<file path="src/rtl/uart_frame_tx.sv">
// uart_frame_tx
//   UART transmitter with an input byte FIFO. Characters pushed over a
//   valid/ready handshake are serialised LSB-first as
//   start / DATA_BITS data / optional parity / STOP_BITS stop. Queued
//   characters go out back-to-back with no idle gap, and a one-cycle done
//   pulse marks the end of the stream.
//
// Ports
//   clk         system clock
//   rst         synchronous reset, active-low
//   in_data     character to transmit
//   in_valid    in_data valid
//   in_ready    FIFO can accept (not full)
//   tx          serial line, idles high
//   busy        high whenever the transmitter is not idle
//   done        one-cycle pulse on the first idle cycle after a stream
//   fifo_level  current FIFO occupancy
module uart_frame_tx #(
  parameter int CLKS_PER_BIT = 434,
  parameter int DATA_BITS    = 8,
  parameter int PARITY       = 0,
  parameter int STOP_BITS    = 1,
  parameter int FIFO_DEPTH   = 16
) (
  input  logic                          clk,
  input  logic                          rst,
  input  logic [DATA_BITS-1:0]          in_data,
  input  logic                          in_valid,
  output logic                          in_ready,
  output logic                          tx,
  output logic                          busy,
  output logic                          done,
  output logic [$clog2(FIFO_DEPTH):0]   fifo_level
);

  localparam int CNT_W = (CLKS_PER_BIT > 1) ? $clog2(CLKS_PER_BIT) : 1;
  localparam int AW    = $clog2(FIFO_DEPTH);
  localparam int IDX_W = $clog2(DATA_BITS);

  localparam logic [CNT_W-1:0] CNT_LAST   = CNT_W'(CLKS_PER_BIT - 1);
  localparam logic [IDX_W-1:0] IDX_LAST   = IDX_W'(DATA_BITS - 1);
  localparam logic             STOP_LAST  = 1'(STOP_BITS - 1);
  localparam logic [AW:0]      LEVEL_FULL = (AW + 1)'(FIFO_DEPTH);

  typedef enum logic [2:0] {
    S_IDLE,
    S_START,
    S_DATA,
    S_PARITY,
    S_STOP
  } state_t;

  // Control state (reset)
  state_t             state_q, state_d;
  logic [CNT_W-1:0]   cnt_q, cnt_d;
  logic [IDX_W-1:0]   idx_q, idx_d;
  logic               stop_q, stop_d;
  logic               tx_q, tx_d;
  logic               busy_q, busy_d;
  logic               done_q, done_d;
  logic [AW-1:0]      wr_ptr_q, wr_ptr_d;
  logic [AW-1:0]      rd_ptr_q, rd_ptr_d;
  logic [AW:0]        level_q, level_d;

  // Datapath state (no reset)
  logic [DATA_BITS-1:0] shreg_q, shreg_d;
  logic                 par_q, par_d;
  logic [DATA_BITS-1:0] mem_q [FIFO_DEPTH];

  logic push;
  logic pop;
  logic bit_end;
  logic fifo_nonempty;

  function automatic logic frame_parity(input logic [DATA_BITS-1:0] d);
    return (PARITY == 2) ? ~(^d) : (^d);
  endfunction

  assign in_ready      = (level_q != LEVEL_FULL);
  assign push          = in_valid && in_ready;
  assign fifo_nonempty = (level_q != '0);
  assign bit_end       = (cnt_q == CNT_LAST);

  always_comb begin
    state_d  = state_q;
    cnt_d    = bit_end ? '0 : cnt_q + 1'b1;
    idx_d    = idx_q;
    stop_d   = stop_q;
    tx_d     = tx_q;
    done_d   = 1'b0;
    shreg_d  = shreg_q;
    par_d    = par_q;
    rd_ptr_d = rd_ptr_q;
    wr_ptr_d = wr_ptr_q;
    pop      = 1'b0;

    case (state_q)
      S_IDLE: begin
        cnt_d = '0;
        tx_d  = 1'b1;
        if (fifo_nonempty) pop = 1'b1;
      end
      S_START: begin
        if (bit_end) begin
          state_d = S_DATA;
          idx_d   = '0;
          tx_d    = shreg_q[0];
        end
      end
      S_DATA: begin
        if (bit_end) begin
          if (idx_q == IDX_LAST) begin
            if (PARITY != 0) begin
              state_d = S_PARITY;
              tx_d    = par_q;
            end else begin
              state_d = S_STOP;
              stop_d  = 1'b0;
              tx_d    = 1'b1;
            end
          end else begin
            // shreg_q[0] is on the line now; bit [1] goes out next.
            idx_d   = idx_q + 1'b1;
            shreg_d = shreg_q >> 1;
            tx_d    = shreg_q[1];
          end
        end
      end
      S_PARITY: begin
        if (bit_end) begin
          state_d = S_STOP;
          stop_d  = 1'b0;
          tx_d    = 1'b1;
        end
      end
      S_STOP: begin
        if (bit_end) begin
          if (stop_q == STOP_LAST) begin
            // Decision uses the registered level, so a push landing on
            // this same edge is picked up from IDLE one cycle later.
            if (fifo_nonempty) begin
              pop = 1'b1;
            end else begin
              state_d = S_IDLE;
              tx_d    = 1'b1;
              done_d  = 1'b1;
            end
          end else begin
            stop_d = stop_q + 1'b1;
          end
        end
      end
      default: begin
        state_d = S_IDLE;
        tx_d    = 1'b1;
      end
    endcase

    if (pop) begin
      state_d  = S_START;
      cnt_d    = '0;
      tx_d     = 1'b0;
      shreg_d  = mem_q[rd_ptr_q];
      par_d    = frame_parity(mem_q[rd_ptr_q]);
      rd_ptr_d = rd_ptr_q + 1'b1;
    end

    if (push) wr_ptr_d = wr_ptr_q + 1'b1;

    case ({push, pop})
      2'b10:   level_d = level_q + 1'b1;
      2'b01:   level_d = level_q - 1'b1;
      default: level_d = level_q;
    endcase

    busy_d = (state_d != S_IDLE);
  end

  always_ff @(posedge clk) begin
    if (!rst) begin
      state_q  <= S_IDLE;
      cnt_q    <= '0;
      idx_q    <= '0;
      stop_q   <= 1'b0;
      tx_q     <= 1'b1;
      busy_q   <= 1'b0;
      done_q   <= 1'b0;
      wr_ptr_q <= '0;
      rd_ptr_q <= '0;
      level_q  <= '0;
    end else begin
      state_q  <= state_d;
      cnt_q    <= cnt_d;
      idx_q    <= idx_d;
      stop_q   <= stop_d;
      tx_q     <= tx_d;
      busy_q   <= busy_d;
      done_q   <= done_d;
      wr_ptr_q <= wr_ptr_d;
      rd_ptr_q <= rd_ptr_d;
      level_q  <= level_d;
    end
    shreg_q <= shreg_d;
    par_q   <= par_d;
  end

  // FIFO storage; pointers are reset, contents are not.
  always_ff @(posedge clk) begin
    if (push) mem_q[wr_ptr_q] <= in_data;
  end

  assign tx         = tx_q;
  assign busy       = busy_q;
  assign done       = done_q;
  assign fifo_level = level_q;

endmodule

</file>
<file path="config.mk">
export PLATFORM = sky130hd
export DESIGN_NAME = uart_frame_tx
export DESIGN_NICKNAME = d
export VERILOG_FILES = /design/src/rtl/uart_frame_tx.sv
export SDC_FILE = /design/constraint.sdc
export NUM_CORES = 1
export LEC_CHECK = 0
export CAP_MARGIN = 20
export CORE_MARGIN = 10
export CORE_UTILIZATION = 45
export DETAILED_ROUTE_END_ITERATION = 10
export PLACE_DENSITY = 0.69
export SYNTH_ARGS = -nofsm -noshare
export SYNTH_HDL_FRONTEND = slang
export SYNTH_SLANG_ARGS = --single-unit
</file>
<file path="constraint.sdc">
create_clock -name clk -period 6.1 [get_ports clk]
set_clock_uncertainty 0.1 [all_clocks]
set_input_delay 1.22 -clock clk [delete_from_list [all_inputs] [get_ports clk]]
set_output_delay 1.22 -clock clk [all_outputs]
set_load 0.02 [all_outputs]
</file>
# After elaboration in Yosys (flattened, before gate mapping)
# Memories as Yosys holds them, arrays and structs flattened. A register that Yosys moved wholly into a read port is not among the register bits.
# Index checks and enable logic that the tools add are counted.
# W data, S select, Z words.
classes:
  add_sub_neg: 7
  eq_ne: 22
  n_mux: 42
  n_bitwise: 3
  n_reduce_logical: 15
ops:
  columns: ["operator", "count"]
  rows:
  - ["$mux W3", 11]
  - ["$mux W8", 4]
  - ["$mux W1", 19]
  - ["$ne A3 B3 Y1 const B", 6]
  - ["$pmux W3 S5", 1]
  - ["$ne A2 B2 Y1 const B", 7]
  - ["$pmux W5 S2", 1]
  - ["$add A9 B1 Y9 const B", 1]
  - ["$eq A9 B9 Y1 const B", 1]
  - ["$add A4 B1 Y4 const B", 2]
  - ["$mux W4", 2]
  - ["$reduce_bool A2 Y1", 4]
  - ["$reduce_or A4 Y1", 2]
  - ["$eq A3 B2 Y1 const B", 2]
  - ["$eq A3 B3 Y1 const B", 2]
  - ["$pmux W3 S2", 1]
  - ["$reduce_and A6 Y1", 1]
  - ["$reduce_bool A3 Y1", 2]
  - ["$add A5 B1 Y5 const B", 1]
  - ["$ne A5 B5 Y1 const B", 1]
  - ["$reduce_and A5 Y1", 1]
  - ["$reduce_bool A5 Y1", 1]
  - ["$sub A5 B1 Y5 const B", 1]
  - ["$pmux W1 S4", 1]
  - ["other kinds (12)", 14]
totals:
  reg_bits: 40
  mem_bits_rw: 128
  input_bits: 11
  mem_count: 1
mem_list:
  columns: ["name", "words", "width", "rd", "rd_ports_with_merged_regs", "write_ports", "line_no", "text"]
  rows:
  - ["mem_q", 16, 8, 1, 1, 1, "68", "logic [DATA_BITS-1:0] mem_q [FIFO_DEPTH];"]

# Longest topological paths before layout
# Gate-level depths: netlist of run 1.
depth:
  word_depth: 7
  mapped_depth: 13
  ltp_nobuf: 12

# Worst setup path after synthesis of run 1
# OpenSTA, ideal clock, no wires.
synth_timing:
  path_kind: "in2reg"
  start: "input port in_valid"
  end: "register level_q[4] (netlist: fifo_level[4])"
  setup_ns: 0.072
  arrival_time_ns: 3.261
  required_time_ns: 5.928
  path_slack_ns: 2.667
  stages: 10
  cell_sequence: "a21boi_1 inv_1 ha_1 buf_2 xor2_1 ha_1 a21oi_1 or3b_2 a31oi_1 mux2i_1"
synth_between:
  elab_chain_cells: 3
synth_rtl:
  columns: ["item", "line_no", "text"]
  rows:
  - ["start, declared", "28", "input logic in_valid,"]
  - ["$logic_and A1 B1 Y1 *", "80", "assign push = in_valid && in_ready;"]
  - ["$eq A2 B1 Y1 or $eq A2 B2 Y1 (tied branches)", "170", "case ({push, pop})"]
  - ["$pmux W5 S2 or $reduce_bool A2 Y1 (tied branches)", null, null]
  - ["end signal, assigned", "201", "level_q <= level_d;"]
  - ["end, declared", "63", "logic [AW:0] level_q, level_d;"]
# Mark *: on every way between the ends. The rest lies on a longest branch, timed or not.
# A chain may end at the register's enable or synchronous reset.

# Worst setup path in the final report of run 1
# Same ends and word-level chain as after synthesis.

==> results.json, run 1 <==
{
  "status": "completed",
  "max_slew_margin_pct": 26.78,
  "netSwitchingPower_mw": 0.8912,
  "area_growth_pct": 13.79,
  "synth-seq-cells": 171,
  "syn_avg_cell_area_um2": 16.46,
  "dr.pass1.iters": 5,
  "coreArea_mm2": 0.01531,
  "clock.fmax_mhz": 268.0,
  "synth_warnings": 0,
  "drt.antenna.violating_nets": 0,
  "period_needed_ps": 3732,
  "n_antenna_cell": 0,
  "grt_pass1_wl_um": 21100,
  "grt_remaining_overflow": 0,
  "synthFlopType": "edfxtp_1",
  "finalSetupViolCount": 0,
  "worst_pin_slew_ps": 1097,
  "period_share_pct": 61.18,
  "wire_per_inst_um": 19.98,
  "clock_sinks": 171,
  "ys_types": 54,
  "rows": 45,
  "power.share.clock_pct": 32.6,
  "hold_violations": 0,
  "htreeDepth": 4,
  "hpwlAfterDp_um": 8466,
  "drc": 0,
  "r2r_slack_ps": 2780,
  "initial_core_util_pct": 46.21,
  "die_h_um": 145.4,
  "clockRootBuffer": "clkbuf_16",
  "grt_max_degree": 32,
  "cp-startpoint": "in_valid",
  "min_path_type": "reg2reg",
  "ir_drop_mv": 0.2482,
  "power_frac_comb_pct": 20.9,
  "clock_latency_ps": 430,
  "arrival_ps": 3990,
  "drive_above_1_share_pct": 19.06,
  "holdWs_ps": 392.6,
  "slew_violations": 0,
  "die_x_um": 145.4,
  "critPathMaxFanout": 9,
  "cts_tree": "done",
  "nets": 477,
  "worstReg2RegStart": "cnt_q[1]",
  "fillCellCount": 1270,
  "cap_violations": 0,
  "grt_pass1_vias": 3749,
  "rsz0062_at_grt": "false",
  "final_common_cell": "edfxtp_1",
  "min-delay-start": "idx_q[1]",
  "multi_input_area_mm2": 0.002173,
  "numCtsBuffers": 17,
  "initialDrtViolationCount": 254,
  "post_cts_buffers": 0,
  "synth_nets": 453,
  "io_pins": 20,
  "async_reset_ff_share_pct": 0,
  "vias": 3724,
  "cts_resized": 0,
  "syn_inst": 430,
  "fp.dieArea_mm2": 0.02114,
  "p_int_mw": 2.311,
  "antenna_found_initial": 0,
  "critPathCaptureType": "register",
  "seqCellArea_mm2": 0.004787,
  "ys_seq_area_share_pct": 67.61,
  "clk_path_buf_depth": 2,
  "final_cell_mix": "136 x edfxtp_1, 33 x nor2_1, 33 x dfxtp_1, 32 x mux4_2, 26 x mux2i_1",
  "vias_per_cell": 5.493,
  "drt-total-wl_um": 13550,
  "setup_tns_ps": 0,
  "clkTransAtPathRegs_ps": 70,
  "synth-edff-count": 136,
  "required_ps": 6360,
  "portBuffers": 19,
  "p_leak_nw": 2.533,
  "power_density_mw_per_mm2": 397.7,
  "swShare_pct": 27.83,
  "syn-cell-area_mm2": 0.007077,
  "crit_path_start_kind": "primary input",
  "criticalPathCategory": "in2reg",
  "seq_power_share_pct": 46.5,
  "place_congestion": 0.8330,
  "grt.total_usage_pct": 12.98,
  "cts_hold_buf": 0
}
[worst max-delay path, cell delays in order]
cell and delay (ps):
clkdlybuf4s50_1 500, a21boi_1 460, inv_1 120, ha_1 320, xor2_1 170, ha_1 230, a21oi_1 80, or3b_2 450
a31oi_1 230, mux2i_1 200
[cell type report]
class                      instances  share of cell area [%]
tap                              211                   3.278
clock buffer                      17                   5.283
clock inverter                    15                   1.880
timing repair buffer              23                   2.704
inverter                           9                  0.4195
sequential                       171                   59.45
multi-input combinational        232                   26.99
[path summary, 6_finish.rpt]
check                        to  cells past startpoint
hold / removal         idx_q[1]                      2
setup reg to reg  fifo_level[4]                     12
setup / recovery  fifo_level[4]                     10
hold reg to reg        idx_q[1]                      2
[state kept, by name, summed over array words and instances, names as in the netlist, named ones only]
name / flops
tx: 1
fifo_level: 5
wr_ptr_q: 4
state_q: 3
idx_q: 3
done: 1
rd_ptr_q: 4
shreg_q: 8
mem_q: 128
busy: 1
cnt_q: 9
[stage by stage]
stage               utilization [%]  setup WS [ps]  instances  instance area [um2]  total power [mW]
detailed placement            48.73           1942        644                 7463             2.182
global placement              48.73           1987        644                 7463             2.161
CTS                           52.50           2377        676                 8040             3.223
finish                        52.58           2368        678                 8053             3.202
global route                  52.58           2110        678                 8053             3.353
floorplan                         -           2667        430                 7077             2.008
[layer usage]
| metal | up-vias | GRT usage, % | wire length (um) |
|---|---|---|---|
| li1 | 1732 | - | - |
| met1 | 1884 | 16.55 | 5842 |
| met2 | 96 | 20.38 | 6720 |
| met3 | 12 | 4.098 | 790 |
| met4 | 0 | 4.752 | 195 |
| met5 | - | 0 | 0 |
[Yosys cell counts (3+ instances only)]
library cell  count  area [um2]
nand2_1          14       52.55
nand2b_1          9       56.30
buf_2             6       30.03
xor2_1            7       61.31
nand3_1           8       40.04
dfxtp_1          35       700.7
o21ai_0           8       40.04
o211ai_1          3       22.52
mux2_2            8       90.09
ha_1             12       150.1
nor3_1            7       35.03
inv_1             9       33.78
edfxtp_1        136        4084
nor2_1           33       123.9
mux4_2           32       720.7
a21oi_1          14       70.07
clkbuf_1          9       33.78
xnor2_1           6       52.55
mux2i_1          26       260.3
or3_1             3       18.77
or4_1             3       22.52
[kinds of logic (layout without fill, tap and decap cells)]
kind of cell	count (synthesis)	in the layout	share of synthesized area, %
and+or+nand+nor	96	96	7.249
muxes	66	66	15.13
AOI/OAI and AO/OA	45	45	4.526
buffers and inverters	27	64	1.750
DFF	171	171	67.61
xor gates and xnor gates	13	13	1.609
adders and majority gates	12	12	2.122
[power groups by stage]
stage | Combinational (mW) | Sequential (mW) | Clock [mW]
global route | 0.735 | 1.50 | 1.11
detailed placement | 0.667 | 1.51 | 0
CTS | 0.672 | 1.49 | 1.06
global placement | 0.651 | 1.51 | 0
finish | 0.668 | 1.49 | 1.04
floorplan | 0.531 | 1.48 | 0
(Power assumes the default switching activity.)
==> inputs of run 2 (changes only) <==
Clock period 6.1 ns to 3.44 ns, I/O delays scaled along.
==> run 2 against run 1 <==
  * Non-clock buffer count is 20 higher
  * Sequential share of layout area is 0.92 points lower
  * Critical path depth increased by 2
  * Die area unchanged
  * Sequential power grew 76%
  * Register-to-register slack got worse by 2500 ps
  * Routed wire length fell by 2.6%
  * Total power rose by 77%
  * Largest power group unchanged
  * First-iteration DRC count increased by 38%
  * Highest routed layer unchanged
  * Combinational power grew 87%
  * Hold slack worse by 16 ps
  * Setup slack got worse by 2100 ps
==> results.json, run 2 (same netlist as run 1, synthesis figures left out) <==
{
  "min-delay-start": "cnt_q[0]",
  "cts_hold_buf": 0,
  "criticalPathCategory": "reg2reg",
  "swShare_pct": 29.03,
  "path_cells": "inv_1, ha_1, and4bb_2, a21oi_2, nor2_4, ha_1, xor2_1, ha_1, a21oi_1, or3b_2, a31oi_1, mux2i_1",
  "initialDrtViolationCount": 351,
  "grt_remaining_overflow": 0,
  "initial_core_util_pct": 46.21,
  "fin_area_mm2": 0.008178,
  "largest_reg_flops": 128,
  "clk_path_buf_depth": 2,
  "cp_slowest_cell": "or3b_2",
  "cts_tree": "done",
  "clock_latency_ps": 420,
  "antenna_found_initial": 0,
  "place_area_mm2": 0.007622,
  "cap_violations": 0,
  "arrival_ps": 3460,
  "slew_violations": 0,
  "seqCellArea_mm2": 0.004786,
  "hold_path_depth": 1,
  "clkTransAtPathRegs_ps": 70,
  "drt.antenna.violating_nets": 0,
  "fp.dieArea_mm2": 0.02114,
  "period_needed_ps": 3202,
  "critPathMaxFanout": 10,
  "clockRootBuffer": "clkbuf_16",
  "coreArea_mm2": 0.01531,
  "area_growth_pct": 15.56,
  "p_int_mw": 4.017,
  "die_h_um": 145.4,
  "setup_tns_ps": 0,
  "power_mw": 5.661,
  "grt_pass1_wl_um": 21050,
  "ir_drop_mv": 0.5093,
  "required_ps": 3690,
  "min_path_type": "reg2reg",
  "clock_sinks": 171,
  "power_density_mw_per_mm2": 692.2,
  "worst_pin_slew_ps": 808.2,
  "critPathCaptureType": "register",
  "power.share.clock_pct": 31.6,
  "post_cts_buffers": 0,
  "status": "completed",
  "drt-total-wl_um": 13200,
  "wire_per_inst_um": 18.91,
  "cp-startpoint": "cnt_q[1]",
  "crit_path_start_kind": "register",
  "p_leak_nw": 2.632,
  "topRoutingLayerUsed": "met4",
  "wl_met1_um": 5749,
  "seq_power_share_pct": 46.3,
  "htreeDepth": 4,
  "grt_pass1_vias": 3772,
  "nets": 497,
  "io_pins": 20,
  "reg2regPathDepth": 12,
  "fillCellCount": 1251,
  "dr_wl_met3_um": 607,
  "drive_above_1_share_pct": 21.97,
  "reg_top3": "mem_q: 128 flops, cnt_q: 9 flops, shreg_q: 8 flops",
  "place_congestion": 0.8317,
  "dr.pass1.iters": 4,
  "multi_input_area_mm2": 0.002168,
  "numCtsBuffers": 17,
  "regMostFlops": "mem_q",
  "period_share_pct": 93.09,
  "grt.total_usage_pct": 12.87,
  "final-instance-count-excl-fill": 698,
  "netSwitchingPower_mw": 1.643,
  "cp_top_family": "simple AND/OR/NAND/NOR gates",
  "die_x_um": 145.4,
  "wl_met2_um": 6634,
  "power_frac_comb_pct": 22.2,
  "n_antenna_cell": 0,
  "rows": 45,
  "cp.depth": 12,
  "rsz0062_at_grt": "false",
  "drc": 0,
  "hold_violations": 0,
  "clock.fmax_mhz": 312.3,
  "cp.buffers_inverters": 1,
  "cp_common_cell": "ha_1",
  "max_slew_margin_pct": 45.88,
  "finalSetupViolCount": 0,
  "final_common_cell": "edfxtp_1",
  "worstReg2RegStart": "cnt_q[1]",
  "final_cell_mix": "136 x edfxtp_1, 34 x dfxtp_1, 33 x nor2_1, 32 x mux4_2, 26 x mux2i_1",
  "cts_resized": 0,
  "portBuffers": 19,
  "vias": 3776,
  "cpPeakStageDelay_ps": 450,
  "grt_max_degree": 31,
  "hpwlAfterDp_um": 8669,
  "place_inst": 666,
  "vias_per_cell": 5.410
}
[run 2: cell count changes in the layout (fill, tap and decap cells not counted), moves of 2 or more]
| cell | change |
|---|---|
| clkinv_2 | -2 |
| bufinv_16 | -2 |
| clkinv_4 | -4 |
| inv_6 | +4 |
| inv_8 | +5 |
| buf_4 | +22 |
[run 2: per-layer routing]
metal	up-vias	track usage (%)
met3	13	3.353
met5	-	0
met2	76	20.45
li1	1764	-
met4	0	5.763
met1	1923	16.24
[run 2: power by group through the flow]
stage               Combinational, mW  Sequential, mW  Clock, mW
CTS                              1.26            2.62       1.83
global route                     1.38            2.65       1.92
detailed placement               1.25            2.67          0
global placement                 1.23            2.65          0
finish                           1.25            2.62       1.79
floorplan                       0.942            2.62          0
[run 2: final timing paths]
path | end | slack (ps)
setup / recovery | fifo_level[4] | 240
hold reg to reg | cnt_q[0] | 380
hold / removal | cnt_q[0] | 380
setup reg to reg | fifo_level[4] | 240
[run 2: worst reg2reg max path, stage by stage (launching register included)]
cell and delay (ps):
dfxtp_1 380, inv_1 70, ha_1 190, and4bb_2 260, a21oi_2 380, nor2_4 150
ha_1 240, xor2_1 150, ha_1 230, a21oi_1 80, or3b_2 450, a31oi_1 260
mux2i_1 200
[run 2: final cells by class]
cell class              count  area share [%]
clock buffers              17           5.202
clock inverters            15           1.591
inverters                   9          0.4131
multi-input cells         232           26.51
flip-flops and latches    171           58.52
well taps                 211           3.228
repair buffers             43           4.529
[run 2: per-stage QoR]
step | util, % | hold WS (ps) | worst slack [ps]
4_1_cts | 53.40 | 382.3 | 261.2
2_1_floorplan | - | 340.6 | 380.9
6_report | 53.40 | 376.9 | 237.7
3_3_place_gp | 49.77 | 355.6 | 284.7
3_5_place_dp | 49.77 | 368.6 | 163.9
5_1_grt | 53.40 | 400.5 | 20.98
==> RTL change: new RTL, flow settings as in run 1 <==
Change the parameter `FIFO_DEPTH` from 16 to 64.
--- a/src/rtl/uart_frame_tx.sv
+++ b/src/rtl/uart_frame_tx.sv
@@ -20,7 +20,7 @@
   parameter int DATA_BITS    = 8,
   parameter int PARITY       = 0,
   parameter int STOP_BITS    = 1,
-  parameter int FIFO_DEPTH   = 16
+  parameter int FIFO_DEPTH   = 64
 ) (
   input  logic                          clk,
   input  logic                          rst,
Ports: changed (resized fifo_level); port bits go from 20 to 22. The function was not compared with the original's and may differ.
==> RTL change against run 1 <==
- power rose to 3.1 times the old value
- final cell count rose to 2.8 times the old value
- routed wire length rose to 3.5 times the old value
- cell area rose to 3.1 times the old value
- largest power group unchanged
- combinational power rose to 2.9 times the old value
- clock power rose to 3.3 times the old value
- area after synthesis rose to 3.2 times the old value
- first-iteration DRC count rose to 4.4 times the old value
- setup slack worse by 0.045 ns
- hold slack worse by 0.0090 ns
- sequential cell count up 392
- synthesized cell count rose to 2.6 times the old value
- critical path depth up 2
- critical path type is now register to register
==> RTL change: results (changes against run 1) <==
status - complete, no violations (unchanged)
Routed WL per cell - 25.4 um (was 20.0 um)
post-CTS sizing - 0 (unchanged)
Netlist cell types - 57 (was 54)
worst rel slew slack - 0.421 (was 0.268)
vias post-DR - 10.8k (was 3724)
clock transition time at the flip-flop clock pins of the worst setup and hold paths - 0.06 ns
Global Route Usage Sum - 0.162 (was 0.130)
CP delay by family, top - adder cells (was compound AO/OA/AOI/OAI gates)
ranking of synthesized cells by area - edfxtp_1, mux4_2, dfxtp_1 (unchanged)
placed inst area - 23200 um2 (was 7460 um2)
Post-CTS Setup Inserts - 0 (unchanged)
ys async rst share - 0 (unchanged)
Clk Latency, worst-skew pair - 0.62 ns (was 0.43 ns)
# diodes - 0 (unchanged)
slowest stage delay, CP - 0.51 ns
sequential area share after synthesis - 0.738 (was 0.676)
commonest cells in the synthesized netlist - edfxtp_1, mux4_2, nor2_1, dfxtp_1, mux2i_1 (was edfxtp_1, dfxtp_1, nor2_1, mux4_2, mux2i_1)
Syn Nets - 1157 (was 453)
Iteration-0 DRC Markers - 1117 (was 254)
Max VDD drop - 0.259 mV (was 0.248 mV)
PortBufs - 21 (was 19)
critical path fanouts, max - 13 (was 9)
first-pass GRT wire length - 72.9 mm (was 21.1 mm)
Top FF cell, synth - edfxtp_1 (unchanged)
largest net degree at the start of global routing - 65 (was 32)
CTS Buf Count - 54 (was 17)
yosys warns - 0 (unchanged)
EDFF count, synth - 520 (was 136)
Bufs on Longest Clock Path - 3 (was 2)
Critical Path AT - 4.21 ns (was 3.99 ns)
Critical-path top delay cell - o41ai_4 (was clkdlybuf4s50_1)
dpl hpwl - 28.3 mm (was 8.47 mm)
number of antenna violations at the first check in global routing - 0 (unchanged)
min-delay worst type - register to register (unchanged)
layout cells sized above 1 - 0.227 (was 0.191)
top flop regs - mem_q (512), cnt_q (9), shreg_q (8) (was mem_q (128), cnt_q (9), shreg_q (8))
First-pass DRT Iterations - 10 (was 5)
htree depth - 2 (was 4)
Placer Congestion - 0.873 (was 0.833)
Leak Pwr - 7.54 nW (was 2.53 nW)
CTS root buffer - clkbuf_16 (unchanged)
Filler cells - 3917 (was 1270)
## RTL change: cell types whose count changed in the layout (fill, tap and decap cells not counted), sizes merged, moves of 13 or more
cell,delta
mux2i,+17
clkinv,+18
edfxtp,+384
clkbuf,+44
nand2,+17
nand3,+13
mux4,+108
and2,+19
buf,+22
nor2,+58
## RTL change: worst paths after layout
path / start / to / slack [ns] / depth (start not counted)
setup / recovery: cnt_q[0]$_SDFF_PP0_ / fifo_level[4]$_SDFFE_PN0P_ / 2.32 / 12
hold / removal: idx_q[1]$_SDFFE_PN0P_ / idx_q[1]$_SDFFE_PN0P_ / 0.38 / 2
setup reg to reg: cnt_q[0]$_SDFF_PP0_ / fifo_level[4]$_SDFFE_PN0P_ / 2.32 / 12
hold reg to reg: idx_q[1]$_SDFFE_PN0P_ / idx_q[1]$_SDFFE_PN0P_ / 0.38 / 2
## RTL change: layout make-up
class | count | area share
well taps | 664 | 0.0332
clock inverters | 38 | 0.0155
clock buffers | 62 | 0.0572
flip-flops and latches | 563 | 0.659
inverters | 3 | 0.000950
repair buffers | 38 | 0.0134
multi-input cells | 504 | 0.221
## RTL change: cell families after synthesis
| group | share of synthesized area |
|---|---|
| xor gates and xnor gates | 0.00784 |
| muxes | 0.164 |
| DFF | 0.738 |
| adders and majority gates | 0.00448 |
| buffers and inverters | 0.0143 |
| and+or+nand+nor | 0.0496 |
| AOI/OAI and AO/OA | 0.0218 |
## RTL change: worst reg2reg max path: cells and delay by family, from the launching register on
family	cells	cell delay (ns)
buf+inv	1	0.31
simple gates	3	0.73
compound gates	2	0.70
xor+xnor	1	0.12
mux	2	0.44
fa+ha+maj	3	0.87
flops	1	0.43
## RTL change: power breakdown
part	switching, mW	internal [mW]	total (mW)
Combinational	0.992	0.929	1.92
Sequential	0.184	4.34	4.53
Clock	1.45	1.95	3.40
Total	2.63	7.22	9.85
## RTL change: through the flow
| step | total power [mW] | cells | util | worst slack, ns |
|---|---|---|---|---|
| after global routing | 10.2 | 1872 | 0.510 | 1.85 |
| after detailed placement | 6.55 | 1772 | 0.473 | 2.05 |
| final | 9.85 | 1872 | 0.510 | 2.32 |
| after floorplan | 5.95 | 1138 | - | 2.76 |
| after CTS | 9.94 | 1872 | 0.510 | 2.30 |
| after global placement | 6.53 | 1772 | 0.473 | 2.05 |
## RTL change: per-layer routing
metal	track usage	wire [um]
met4	0.0434	928
met3	0.0332	3680
met1	0.228	20100
met5	0	0
met2	0.254	22900
